<file path="config.mk">
export PLATFORM = sky130hd
export DESIGN_NAME = timer_irq_scheduler_flat
export DESIGN_NICKNAME = d
export VERILOG_FILES = /design/src/rtl/timer_irq_scheduler_if.sv /design/src/rtl/timer_irq_scheduler.sv /design/src/flat_wrapper.sv
export SDC_FILE = /design/constraint.sdc
export NUM_CORES = 1
export LEC_CHECK = 0
export ABC_CLOCK_PERIOD_IN_PS = 1640
export BUFFER_PORTS_ARGS = -buffer_cell sky130_fd_sc_hd__buf_2
export CORE_MARGIN = 1.5
export CORE_UTILIZATION = 25
export CTS_BUF_LIST = sky130_fd_sc_hd__clkbuf_8
export CTS_CLUSTER_DIAMETER = 30
export CTS_CLUSTER_SIZE = 20
export DETAILED_ROUTE_END_ITERATION = 6
export PLACE_DENSITY = 0.58
export SETUP_SLACK_MARGIN = 0.3
export SYNTH_ARGS = -nofsm -noshare
export SYNTH_HDL_FRONTEND = slang
export SYNTH_SLANG_ARGS = --single-unit
</file>
<file path="constraint.sdc">
create_clock -name clk -period 1.64 [get_ports clk]
set_input_delay 0.164 -clock clk [delete_from_list [all_inputs] [get_ports clk]]
set_output_delay 0.164 -clock clk [all_outputs]
set_load 0.02 [all_outputs]
</file>
<file path="src/rtl/timer_irq_scheduler_if.sv">
// Interrupt request handshake between the scheduler and the CPU interrupt controller.
// The scheduler (master) raises irq_req with a stable irq_vec; the CPU (slave) answers with irq_ack.
interface timer_irq_scheduler_if #(
  parameter int VEC_WIDTH = 4
);

  logic                 irq_req;
  logic [VEC_WIDTH-1:0] irq_vec;
  logic                 irq_ack;

  modport master (
    output irq_req,
    output irq_vec,
    input  irq_ack
  );

  modport slave (
    input  irq_req,
    input  irq_vec,
    output irq_ack
  );

endinterface

</file>
<file path="src/rtl/timer_irq_scheduler.sv">
// Timer interrupt scheduler.
// Latches rising edges of the CMIA/CMIB/OVI lines of every timer channel into pending bits,
// then hands one enabled pending source at a time to the CPU, lowest index first.
// Source index i = 3*ch + k with k = 0 CMIA, 1 CMIB, 2 OVI.
module timer_irq_scheduler #(
  parameter int NUM_CH    = 4,
  parameter int VEC_WIDTH = 4
) (
  input  logic                  clk,
  input  logic                  rst,
  input  logic [NUM_CH-1:0]     i_cmia,
  input  logic [NUM_CH-1:0]     i_cmib,
  input  logic [NUM_CH-1:0]     i_ovi,
  input  logic [3*NUM_CH-1:0]   i_irq_en,
  input  logic                  i_clr_valid,
  input  logic [VEC_WIDTH-1:0]  i_clr_idx,
  output logic [3*NUM_CH-1:0]   o_pend,
  timer_irq_scheduler_if.master irqIf
);

  localparam int NSRC = 3 * NUM_CH;

  typedef enum logic [1:0] {
    ST_IDLE = 2'd0,
    ST_REQ  = 2'd1,
    ST_GAP  = 2'd2
  } state_t;

  state_t                r_state;
  state_t                w_nextState;
  logic                  r_req;
  logic [VEC_WIDTH-1:0]  r_vec;
  logic [VEC_WIDTH-1:0]  w_nextVec;
  logic [NSRC-1:0]       r_pend;
  logic [NSRC-1:0]       r_prevSrc;
  logic [NSRC-1:0]       w_src;
  logic [NSRC-1:0]       w_rise;
  logic [NSRC-1:0]       w_clr;
  logic [NSRC-1:0]       w_cand;
  logic                  w_anyCand;
  logic [VEC_WIDTH-1:0]  w_sel;
  logic                  w_ackClr;

  // Interleave the three per-channel source buses into one flat source vector.
  always_comb begin
    w_src = '0;
    for (int ch = 0; ch < NUM_CH; ch++) begin
      w_src[3*ch]     = i_cmia[ch];
      w_src[3*ch + 1] = i_cmib[ch];
      w_src[3*ch + 2] = i_ovi[ch];
    end
  end

  assign w_rise   = w_src & ~r_prevSrc;
  assign w_ackClr = (r_state == ST_REQ) && irqIf.irq_ack;

  // Build the clear mask from the acknowledged vector and the software strobe; out-of-range indices match nothing.
  always_comb begin
    w_clr = '0;
    for (int i = 0; i < NSRC; i++) begin
      if (w_ackClr && (r_vec == VEC_WIDTH'(i))) begin
        w_clr[i] = 1'b1;
      end
      if (i_clr_valid && (i_clr_idx == VEC_WIDTH'(i))) begin
        w_clr[i] = 1'b1;
      end
    end
  end

  // Edge history and pending flags; a fresh edge overrides a same-cycle clear.
  always_ff @(posedge clk) begin
    if (rst) begin
      r_prevSrc <= '0;
      r_pend    <= '0;
    end else begin
      r_prevSrc <= w_src;
      r_pend    <= (r_pend & ~w_clr) | w_rise;
    end
  end

  assign w_cand    = r_pend & i_irq_en;
  assign w_anyCand = |w_cand;

  // Fixed-priority pick: scan downwards so the lowest set index is the last one written.
  always_comb begin
    w_sel = '0;
    for (int i = NSRC - 1; i >= 0; i--) begin
      if (w_cand[i]) begin
        w_sel = VEC_WIDTH'(i);
      end
    end
  end

  // Next-state logic: request is held until acknowledged, then one forced low cycle before re-arbitrating.
  always_comb begin
    w_nextState = r_state;
    w_nextVec   = r_vec;
    case (r_state)
      ST_IDLE: begin
        if (w_anyCand) begin
          w_nextState = ST_REQ;
          w_nextVec   = w_sel;
        end
      end
      ST_REQ: begin
        if (irqIf.irq_ack) begin
          w_nextState = ST_GAP;
        end
      end
      ST_GAP: begin
        w_nextState = ST_IDLE;
      end
      default: begin
        w_nextState = ST_IDLE;
      end
    endcase
  end

  // State register with registered request and vector outputs.
  always_ff @(posedge clk) begin
    if (rst) begin
      r_state <= ST_IDLE;
      r_req   <= 1'b0;
      r_vec   <= '0;
    end else begin
      r_state <= w_nextState;
      r_req   <= (w_nextState == ST_REQ);
      r_vec   <= w_nextVec;
    end
  end

  assign irqIf.irq_req = r_req;
  assign irqIf.irq_vec = r_vec;
  assign o_pend        = r_pend;

endmodule

</file>
<file path="src/flat_wrapper.sv">
// flat-port wrapper written by rule: the top's interface ports become plain ports
module timer_irq_scheduler_flat 
#(
  parameter int NUM_CH    = 4,
  parameter int VEC_WIDTH = 4
)
  (clk, rst, i_cmia, i_cmib, i_ovi, i_irq_en, i_clr_valid, i_clr_idx, o_pend, irqIf_irq_req, irqIf_irq_vec, irqIf_irq_ack);
  timer_irq_scheduler_if #(.VEC_WIDTH(VEC_WIDTH)) irqIf_i ();
  input  logic clk;
  input  logic rst;
  input  logic [NUM_CH-1:0] i_cmia;
  input  logic [NUM_CH-1:0] i_cmib;
  input  logic [NUM_CH-1:0] i_ovi;
  input  logic [3*NUM_CH-1:0] i_irq_en;
  input  logic i_clr_valid;
  input  logic [VEC_WIDTH-1:0] i_clr_idx;
  output logic [3*NUM_CH-1:0] o_pend;
  output wire logic [$bits(irqIf_i.irq_req)-1:0] irqIf_irq_req;
  output wire logic [$bits(irqIf_i.irq_vec)-1:0] irqIf_irq_vec;
  input wire logic [$bits(irqIf_i.irq_ack)-1:0] irqIf_irq_ack;
  assign irqIf_irq_req = irqIf_i.irq_req;
  assign irqIf_irq_vec = irqIf_i.irq_vec;
  assign irqIf_i.irq_ack = irqIf_irq_ack;
  timer_irq_scheduler #(.NUM_CH(NUM_CH), .VEC_WIDTH(VEC_WIDTH)) u_core (.clk(clk), .rst(rst), .i_cmia(i_cmia), .i_cmib(i_cmib), .i_ovi(i_ovi), .i_irq_en(i_irq_en), .i_clr_valid(i_clr_valid), .i_clr_idx(i_clr_idx), .o_pend(o_pend), .irqIf(irqIf_i));
endmodule
</file>
==> results of run 1 <==
worst paths after layout:
kind                                   to  cells past startpoint
setup / recovery  u_core.irqIf.irq_vec[1]                      5
hold / removal        u_core.r_prevSrc[7]                      3
setup reg to reg  u_core.irqIf.irq_vec[1]                      5
hold reg to reg          u_core.o_pend[8]                      1
cells in the mapped netlist (all sizes together), types with 2 or more instances:
| master | number |
|---|---|
| nor3 | 7 |
| nor2b | 4 |
| inv | 13 |
| nand3b | 3 |
| mux2i | 2 |
| o311ai | 3 |
| o21ai | 7 |
| nor2 | 6 |
| nand3 | 3 |
| o211ai | 5 |
| o2111ai | 6 |
| clkbuf | 3 |
| a21oi | 2 |
| nand2 | 28 |
| o2bb2ai | 4 |
| dfxtp | 31 |
| a32o | 2 |
| o22ai | 2 |
| a2111oi | 2 |
| nand2b | 6 |
| a22oi | 5 |
| or2 | 6 |
cell families after synthesis:
kind of cell / share of synthesized area (%)
muxes: 1.49
buffers and inverters: 4.46
AOI/OAI and AO/OA: 23.7
and+or+nand+nor: 24.3
DFF: 46.1
routing by layer:
metal,global-route usage (%),wire length (um),part of all wire [%]
met5,0,0,0
met4,6.30,61,1.6
met3,4.19,269,6.9
met2,22.1,1860,48
met1,17.2,1710,44
state kept, by name, summed over array words and instances (netlist names):
signal                count
u_core.r_prevSrc         12
u_core.irqIf.irq_vec      4
u_core.o_pend            12
u_core.irqIf.irq_req      1
u_core.r_state            2
final cells by class:
| class | instances | area, um^2 | share of cell area [%] |
|---|---|---|---|
| sequential | 31 | 638 | 34.1 |
| clock buffer | 6 | 82.6 | 4.41 |
| clock inverter | 2 | 8.76 | 0.468 |
| timing repair buffer | 55 | 293 | 15.6 |
| inverter | 13 | 48.8 | 2.61 |
| multi-input combinational | 109 | 714 | 38.1 |
| tap | 70 | 87.6 | 4.68 |
worst register-to-register path: stages, from the launching register on:
cell,delay [ps]
dfxtp_2,330
a22oi_2,180
nand2_1,110
or3_4,420
nand2_4,90
mux2i_1,170
power breakdown:
group | internal, mW | total, mW | switching [mW]
logic | 0.180 | 0.408 | 0.228
registers | 0.825 | 0.893 | 0.0679
clock network | 0.332 | 0.614 | 0.283
repair_timing:
action / 4_1_cts / 5_1_grt
hold buffers: 0 / 0
endpoints found under the setup margin: 4 / 13
setup buffers: 6 / 0
resized for setup: 4 / 6
pin swaps: 3 / 0
==> out/metrics.yaml, run 1 <==
floorplan:
  die_area_um2: 5840
  fp-row-count: 26
  start_util_pct: 26.2
  num_io_pins: 49
  core_area_um2: 5140
  die_w_um: 76.4
  die-height_um: 76.4
final_layout:
  layout-drive-gt1-share_pct: 42.6
  nFillCells: 592
  stdcell_area_um2: 1870
  area_growth_pct: 39.0
  layout_common_cells: "48 x buf_2, 26 x nand2_1, 21 x dfxtp_1"
  final_nets: 247
  final_core_utilization_pct: 36.4
  n_antenna_cell: 0
  finalNonFillerCells: 286
  layout_commonest_cell: "buf_2"
worst_setup_path:
  timing.critical_path.from: "u_core.o_pend[6]"
  critPathBufInv: 0
  r2r-start: "u_core.o_pend[6]"
  arrival_ps: 1580
  end_kind: "register"
  critPathRequiredTime_ps: 1850
  cp_cell_sequence: "a22oi_2, nand2_1, or3_4, nand2_4, mux2i_1"
  start_kind: "register"
  critPathSlowestCell: "or3_4"
  worst-path-max-fanout: 2
  crit_family: "simple AND/OR/NAND/NOR gates"
  reg2reg_setup_slack_ps: 280
  max_stage_delay_ps: 420
  worstSetupPathType: "register to register"
grt:
  grt_first_pass_wirelength_um: 6350
  antenna_found_initial: 0
  grt_pass1_vias: 1337
  grt_max_degree: 15
  grt_usage_pct: 13.9
  overflow: 0
power:
  peakVddDrop_uv: 354
  p_leak_nw: 0.838
  p_total_mw: 1.92
  power_density_nw_per_um2: 1020
clocking:
  htree_levels: 2
  insertion_delay_ps: 280
  cts_root_buffer: "clkbuf_8"
  cts_tree: "yes"
  ctsLongestPathBuffers: 2
  cts.sinks: 31
  clk_pin_slew_worst_paths_ps: 60
  cts_buffers: 5
timing:
  hold_ws_ps: 76.0
  fin_setup_tns_ps: 0
  hold_viol_final: 0
  fin_crit_ps: 1360
  worstMarginPinSlew_ps: 408
  finalMaxSlewViolations: 0
  finalWorstSetupSlack_ps: 276
  skew_ps: 2.41
  finalCritPeriodShare_pct: 83.2
  setup_viol: 0
  slew-limit-headroom_pct: 72.8
  rsz0062_at_grt: "true"
  fmax_ghz: 0.733
detailed_routing:
  drt_iter0_markers: 78
  vias: 1361
  postRouteAntennaNets: 0
  drt_wl_total_um: 3900
  drc: 0
  routedWlPerCell_um: 13.6
  drt-pass1-iter-count: 5
  vias_per_cell: 4.76
yosys:
  syn_inst: 156
  yosysWarnings: 0
  async_reset_ff_share_pct: 0
  ys_ff_latch: 31
  synth_edf_count: 0
  synth_top_area_share_pct: 46.1
  synthesis.nets: 188
  yosys_most_used_dff: "dfxtp_1"
  synth_top_cell_by_area: "dfxtp_1"
  synth_cell_types: 31
  synth_area_leaders: "dfxtp_1 46%, nand2_1 7.5%, o2111ai_1 3.9%, inv_1 3.6%, nand2b_1 2.8%"
  syn_area_um2: 1350
  ys_seq_area_share_pct: 46.1
  avgSynthCellArea_um2: 8.64
placement:
  port_buffers: 48
  place_inst: 272
  dpl-instance-area_um2: 1700
  gp_congestion: 0.794
  dp_slack_ps: 211
  hpwl_um: 2980
hold_path:
  min_path_type: "primary input to register"
  holdCritStartpoint: "i_cmib[2]"
flow_run:
  cap_violations: 0
outcome:
  outcome: "finished, final reports clean"
Note: power is estimated with default switching activity, not from simulation.
==> run 2, diff against run 1 <==
--- a/config.mk
+++ b/config.mk
@@ -5,7 +5,8 @@
 export SDC_FILE = /design/constraint.sdc
 export NUM_CORES = 1
 export LEC_CHECK = 0
-export ABC_CLOCK_PERIOD_IN_PS = 1640
+export ABC_AREA = 1
+export ABC_CLOCK_PERIOD_IN_PS = 1300
 export BUFFER_PORTS_ARGS = -buffer_cell sky130_fd_sc_hd__buf_2
 export CORE_MARGIN = 1.5
 export CORE_UTILIZATION = 25
==> constraint.sdc (replaced) <==
create_clock -name clk -period 1.3 [get_ports clk]
set_input_delay 0.13 -clock clk [delete_from_list [all_inputs] [get_ports clk]]
set_output_delay 0.13 -clock clk [all_outputs]
set_load 0.02 [all_outputs]
==> out/metrics.yaml, run 2 <==
outcome:
  outcome: "finished, final reports clean"
detailed_routing:
  drt_iter0_markers: 81
  wl_met2_um: 2060
  routedWlPerCell_um: 12.3
  drt_wl_total_um: 4120
  drc: 0
  drt-met1-wl_um: 1740
  wl_met3_um: 237
  drt-pass1-iter-count: 4
  vias: 1467
  postRouteAntennaNets: 0
  vias_per_cell: 4.39
  topRoutingLayerUsed: "met4"
worst_setup_path:
  end_kind: "register"
  crit_family: "buffers and inverters"
  r2r-start: "u_core.o_pend[3]"
  cp_cell_sequence: "nand2_4, nand2_4, buf_4, buf_4, buf_4, o211ai_1, a21oi_2"
  arrival_ps: 1440
  max_stage_delay_ps: 350
  critPathSlowestCell: "dfxtp_4"
  critPathRequiredTime_ps: 1470
  timing.critical_path.from: "u_core.o_pend[3]"
  start_kind: "register"
  worst-path-max-fanout: 2
  critPathBufInv: 3
  worstSetupPathType: "register to register"
  path_common_cell: "buf_4"
clocking:
  ctsHoldBuffers: 0
  clk_pin_slew_worst_paths_ps: 70
  insertion_delay_ps: 290
  ctsLongestPathBuffers: 2
  cts_root_buffer: "clkbuf_8"
  cts_tree: "yes"
  htree_levels: 2
  cts.sinks: 31
  cts_buffers: 5
grt:
  grt_first_pass_wirelength_um: 6400
  grt_usage_pct: 13.9
  antenna_found_initial: 0
  overflow: 0
  grt_max_degree: 26
  grt_pass1_vias: 1408
floorplan:
  die_w_um: 77.2
  core_area_um2: 5200
  die-height_um: 77.2
  fp-row-count: 26
  num_io_pins: 49
  start_util_pct: 26.5
  die_area_um2: 5960
final_layout:
  nFillCells: 568
  regArea_um2: 673
  layout_commonest_cell: "nand2_1"
  multi_input_area_um2: 813
  stdcell_area_um2: 2200
  final_nets: 295
  n_antenna_cell: 0
  layout_common_cells: "42 x nand2_1, 40 x buf_2, 31 x nor2_1"
  layout-drive-gt1-share_pct: 48.1
  area_growth_pct: 59.8
yosys:
  avgSynthCellArea_um2: 7.14
  yosysMostFrequentCell: "nand2_1"
  synth_top_family_by_area: "simple AND/OR/NAND/NOR gates"
  synth_top_cell_by_area: "dfxtp_1"
  synth_xor_area_share_pct: 0
  synth_edf_count: 0
  syn_area_um2: 1380
  synth-simple-area-share_pct: 34.8
  yosys_most_used_dff: "dfxtp_1"
  synth_cell_types: 26
  synth_top_area_share_pct: 45.0
  synth_area_leaders: "dfxtp_1 45%, nand2_1 16%, nor2_1 9.3%, inv_1 6.5%, nor3_2 2.9%"
  syn_inst: 193
  ys_seq_area_share_pct: 45.0
  synth_compound_area_share_pct: 11.0
  synth_mux_area_share_pct: 0
  yosysWarnings: 0
  synthesis.nets: 225
  ys_ff_latch: 31
  async_reset_ff_share_pct: 0
  yosys.area_share.adder_pct: 0
  yosys-top-cells-count: "59 x nand2_1, 34 x nor2_1, 31 x dfxtp_1"
timing:
  finalCritPeriodShare_pct: 97.5
  worstMarginPinSlew_ps: 361
  rsz0062_at_grt: "true"
  finalMaxSlewViolations: 0
  hold_viol_final: 0
  setup_viol: 0
  fmax_ghz: 0.789
  slew-limit-headroom_pct: 75.8
  fin_crit_ps: 1270
  skew_ps: 8.86
hold_path:
  holdCritStartpoint: "i_cmib[3]"
  min_path_type: "primary input to register"
power:
  p_leak_nw: 1.08
  peakVddDrop_uv: 605
  p_total_mw: 2.58
  power_density_nw_per_um2: 1170
placement:
  hpwl_um: 2970
  gp_congestion: 0.816
  port_buffers: 48
  dpl-instance-area_um2: 1760
flow_run:
  cap_violations: 0
## run 2: cells by family (layout without fill, tap and decap cells)
kind of cell,count (synthesis),count (layout)
AOI/OAI and AO/OA,23,23
DFF,31,31
and+or+nand+nor,110,110
buffers and inverters,29,100
## run 2: metrics by stage
step	worst slack, ps	util (%)	hold slack, ps	instances	TNS (ps)
final	32.8	42.3	55.0	334	0
after CTS	65.9	37.7	53.1	326	0
after floorplan	134	-	247	193	0
after global placement	41.8	33.8	343	310	0
after detailed placement	23.8	33.8	348	310	0
after global routing	-33.2	42.3	67.5	334	-86.8
## run 2: worst paths after layout
path	end	depth (start not counted)	slack [ps]
setup reg to reg	u_core.irqIf.irq_vec[1]	7	30
hold / removal	u_core.r_prevSrc[10]	3	50
hold reg to reg	u_core.o_pend[11]	1	400
setup / recovery	u_core.irqIf.irq_vec[1]	7	30
## run 2: layout make-up
class                      instances  area share, %
clock buffer                       5           3.13
timing repair buffer              66           20.2
multi-input combinational        133           37.0
inverter                          26           4.55
clock inverter                     3          0.569
tap                               70           3.98
sequential                        31           30.6
## run 2: power by group
part | leakage, nW | internal (mW) | switching (mW) | total, mW
combinational | 0.763 | 0.328 | 0.397 | 0.725
clock | 0.0505 | 0.359 | 0.360 | 0.719
sequential | 0.267 | 1.04 | 0.0929 | 1.14
## run 2: per-layer routing
metal  GRT usage [%]  up-vias
li1                -      756
met2            22.3       38
met3            4.76        8
met4            6.00        0
met1            16.9      665
met5               0        -
## run 2: repair_timing
action / CTS / global route
gates resized for setup: 16 / 45
pin swaps: 7 / 25
endpoints found under the setup margin: 18 / 25
setup buffers: 8 / 8
## run 2: worst register-to-register path, delay by kind of cell (launching register included)
family | cells | cell delay [ps]
flip-flops | 1 | 350
AO/OA/AOI/OAI | 2 | 300
buffers and inverters | 3 | 370
AND/OR/NAND/NOR | 2 | 130
==> run 3, diff against run 2 <==
--- a/config.mk
+++ b/config.mk
@@ -5,7 +5,6 @@
 export SDC_FILE = /design/constraint.sdc
 export NUM_CORES = 1
 export LEC_CHECK = 0
-export ABC_AREA = 1
 export ABC_CLOCK_PERIOD_IN_PS = 1300
 export BUFFER_PORTS_ARGS = -buffer_cell sky130_fd_sc_hd__buf_2
 export CORE_MARGIN = 1.5
==> out/metrics.yaml, run 3 (synthesis gave the netlist of run 1 again) <==
placement:
  port_buffers: 48
  gp_congestion: 0.806
  place_inst: 289
  dp_slack_ps: -5.92
  hpwl_um: 3300
power:
  pwr-share-clk_pct: 34.5
  p_switching_mw: 0.847
  peakVddDrop_uv: 476
  p_int_mw: 2.06
  seqPwrFrac_pct: 38.6
  p_leak_nw: 1.01
  swShare_pct: 29.1
  pwr-share-comb_pct: 26.9
  p_total_mw: 2.91
  power_density_nw_per_um2: 1280
outcome:
  outcome: "complete, but fails checks"
  violations: "setup timing"
detailed_routing:
  routedWlPerCell_um: 14.8
  postRouteAntennaNets: 0
  drc: 0
  drt_iter0_markers: 76
  drt_wl_total_um: 4530
  vias_per_cell: 4.71
  drt-pass1-iter-count: 4
  vias: 1442
timing:
  hold_ws_ps: 38.2
  skew_ps: 5.13
  finalCritPeriodShare_pct: 104
  finalMaxSlewViolations: 0
  hold_viol_final: 0
  slew-limit-headroom_pct: 77.2
  fin_setup_tns_ps: -150
  fmax_ghz: 0.741
  finalWorstSetupSlack_ps: -49.4
  setup_viol: 4
  rsz0062_at_grt: "true"
  fin_crit_ps: 1350
  worstMarginPinSlew_ps: 334
floorplan:
  die_area_um2: 5840
  fp-row-count: 26
  num_io_pins: 49
  start_util_pct: 26.2
  die-height_um: 76.4
  die_w_um: 76.4
  core_area_um2: 5140
clocking:
  cts_tree: "yes"
  cts_buffers: 5
  clk_pin_slew_worst_paths_ps: 70
  cts.sinks: 31
  insertion_delay_ps: 290
  htree_levels: 2
  ctsHoldBuffers: 0
  cts_root_buffer: "clkbuf_8"
  ctsLongestPathBuffers: 2
hold_path:
  hold_depth: 3
  min_path_type: "primary input to register"
worst_setup_path:
  timing.critical_path.from: "u_core.o_pend[10]"
  reg2reg_setup_slack_ps: -50
  end_kind: "register"
  r2r-start: "u_core.o_pend[10]"
  critPathRequiredTime_ps: 1510
  worstReg2RegEnd: "u_core.irqIf.irq_vec[1]"
  worstSetupPathType: "register to register"
  arrival_ps: 1560
  endpoint: "u_core.irqIf.irq_vec[1]"
  start_kind: "register"
  rr_worst_depth: 5
  worst-path-max-fanout: 2
final_layout:
  nFillCells: 515
  layout_commonest_cell: "buf_2"
  n_antenna_cell: 0
  final_nets: 267
  finalNonFillerCells: 306
  area_growth_pct: 68.9
  multi_input_area_um2: 802
  layout_common_cells: "34 x buf_2, 25 x nand2_1, 24 x buf_6"
  layout-drive-gt1-share_pct: 56.8
  regArea_um2: 652
grt:
  antenna_found_initial: 0
  grt_first_pass_wirelength_um: 7090
  grt_pass1_vias: 1486
  grt_usage_pct: 15.6
  grt_max_degree: 12
  overflow: 0
flow_run:
  cap_violations: 0
==> run 3: cell count changes in the layout (fill, tap and decap cells not counted), sizes merged, moves of 9 or more <==
| cell | previous run | this run |
|---|---|---|
| nand2 | 61 | 28 |
| nor2 | 35 | 6 |
| buf | 66 | 75 |
| inv | 27 | 13 |
==> run 3: per-layer routing <==
layer  track usage (%)  up-vias  share of wire (%)
li1                  -      719                  -
met1              20.3      670                 45
met2              24.0       49                 46
met3              4.91        4                6.9
met4              6.11        0                1.2
met5                 0        -                  0
==> run 3: how the worst min path moves through the flow <==
stage                          from  slack (ps)                   end
after floorplan           i_cmib[3]         240  u_core.r_prevSrc[10]
after global placement    i_cmib[3]         330  u_core.r_prevSrc[10]
after detailed placement   i_ovi[3]         330  u_core.r_prevSrc[11]
after CTS                  i_ovi[3]          40  u_core.r_prevSrc[11]
after global routing       i_ovi[3]          50  u_core.r_prevSrc[11]
final                     i_cmia[3]          40   u_core.r_prevSrc[9]
==> run 3: metrics by stage <==
stage | utilization, % | cell area [um^2]
finish | 44.3 | 2280
floorplan | - | 1390
CTS | 43.1 | 2220
global route | 44.3 | 2280
global placement | 35.9 | 1850
detailed placement | 35.9 | 1850
==> run 3: critical path, stage by stage (launching register included) <==
cell     delay [ps]
dfxtp_2         330
a22oi_2         190
nand2_1         110
or3_4           380
nand2_2         100
mux2i_1         170
==> run 3: timing repair <==
action / 4_1_cts / 5_1_grt
hold endpoints to repair: 0 / 0
endpoints found under the setup margin: 33 / 31
pin swaps: 7 / 7
setup buffers: 5 / 4
gates resized for setup: 61 / 8
==> run 3: cell type report <==
cell class	instances	share of cell area (%)
clock buffer	6	3.63
clock inverter	2	1.54
inverter	13	2.14
multi-input combinational	109	35.2
sequential	31	28.6
tap	70	3.85
timing repair buffer	75	25.0
==> run 3: power groups by stage <==
stage               Sequential, mW  Combinational (mW)  Clock (mW)
global route                  1.13               0.837        1.06
detailed placement            1.13               0.584           0
global placement              1.12               0.583           0
floorplan                     1.20               0.224           0
CTS                           1.12               0.740        1.01
finish                        1.12               0.783        1.00
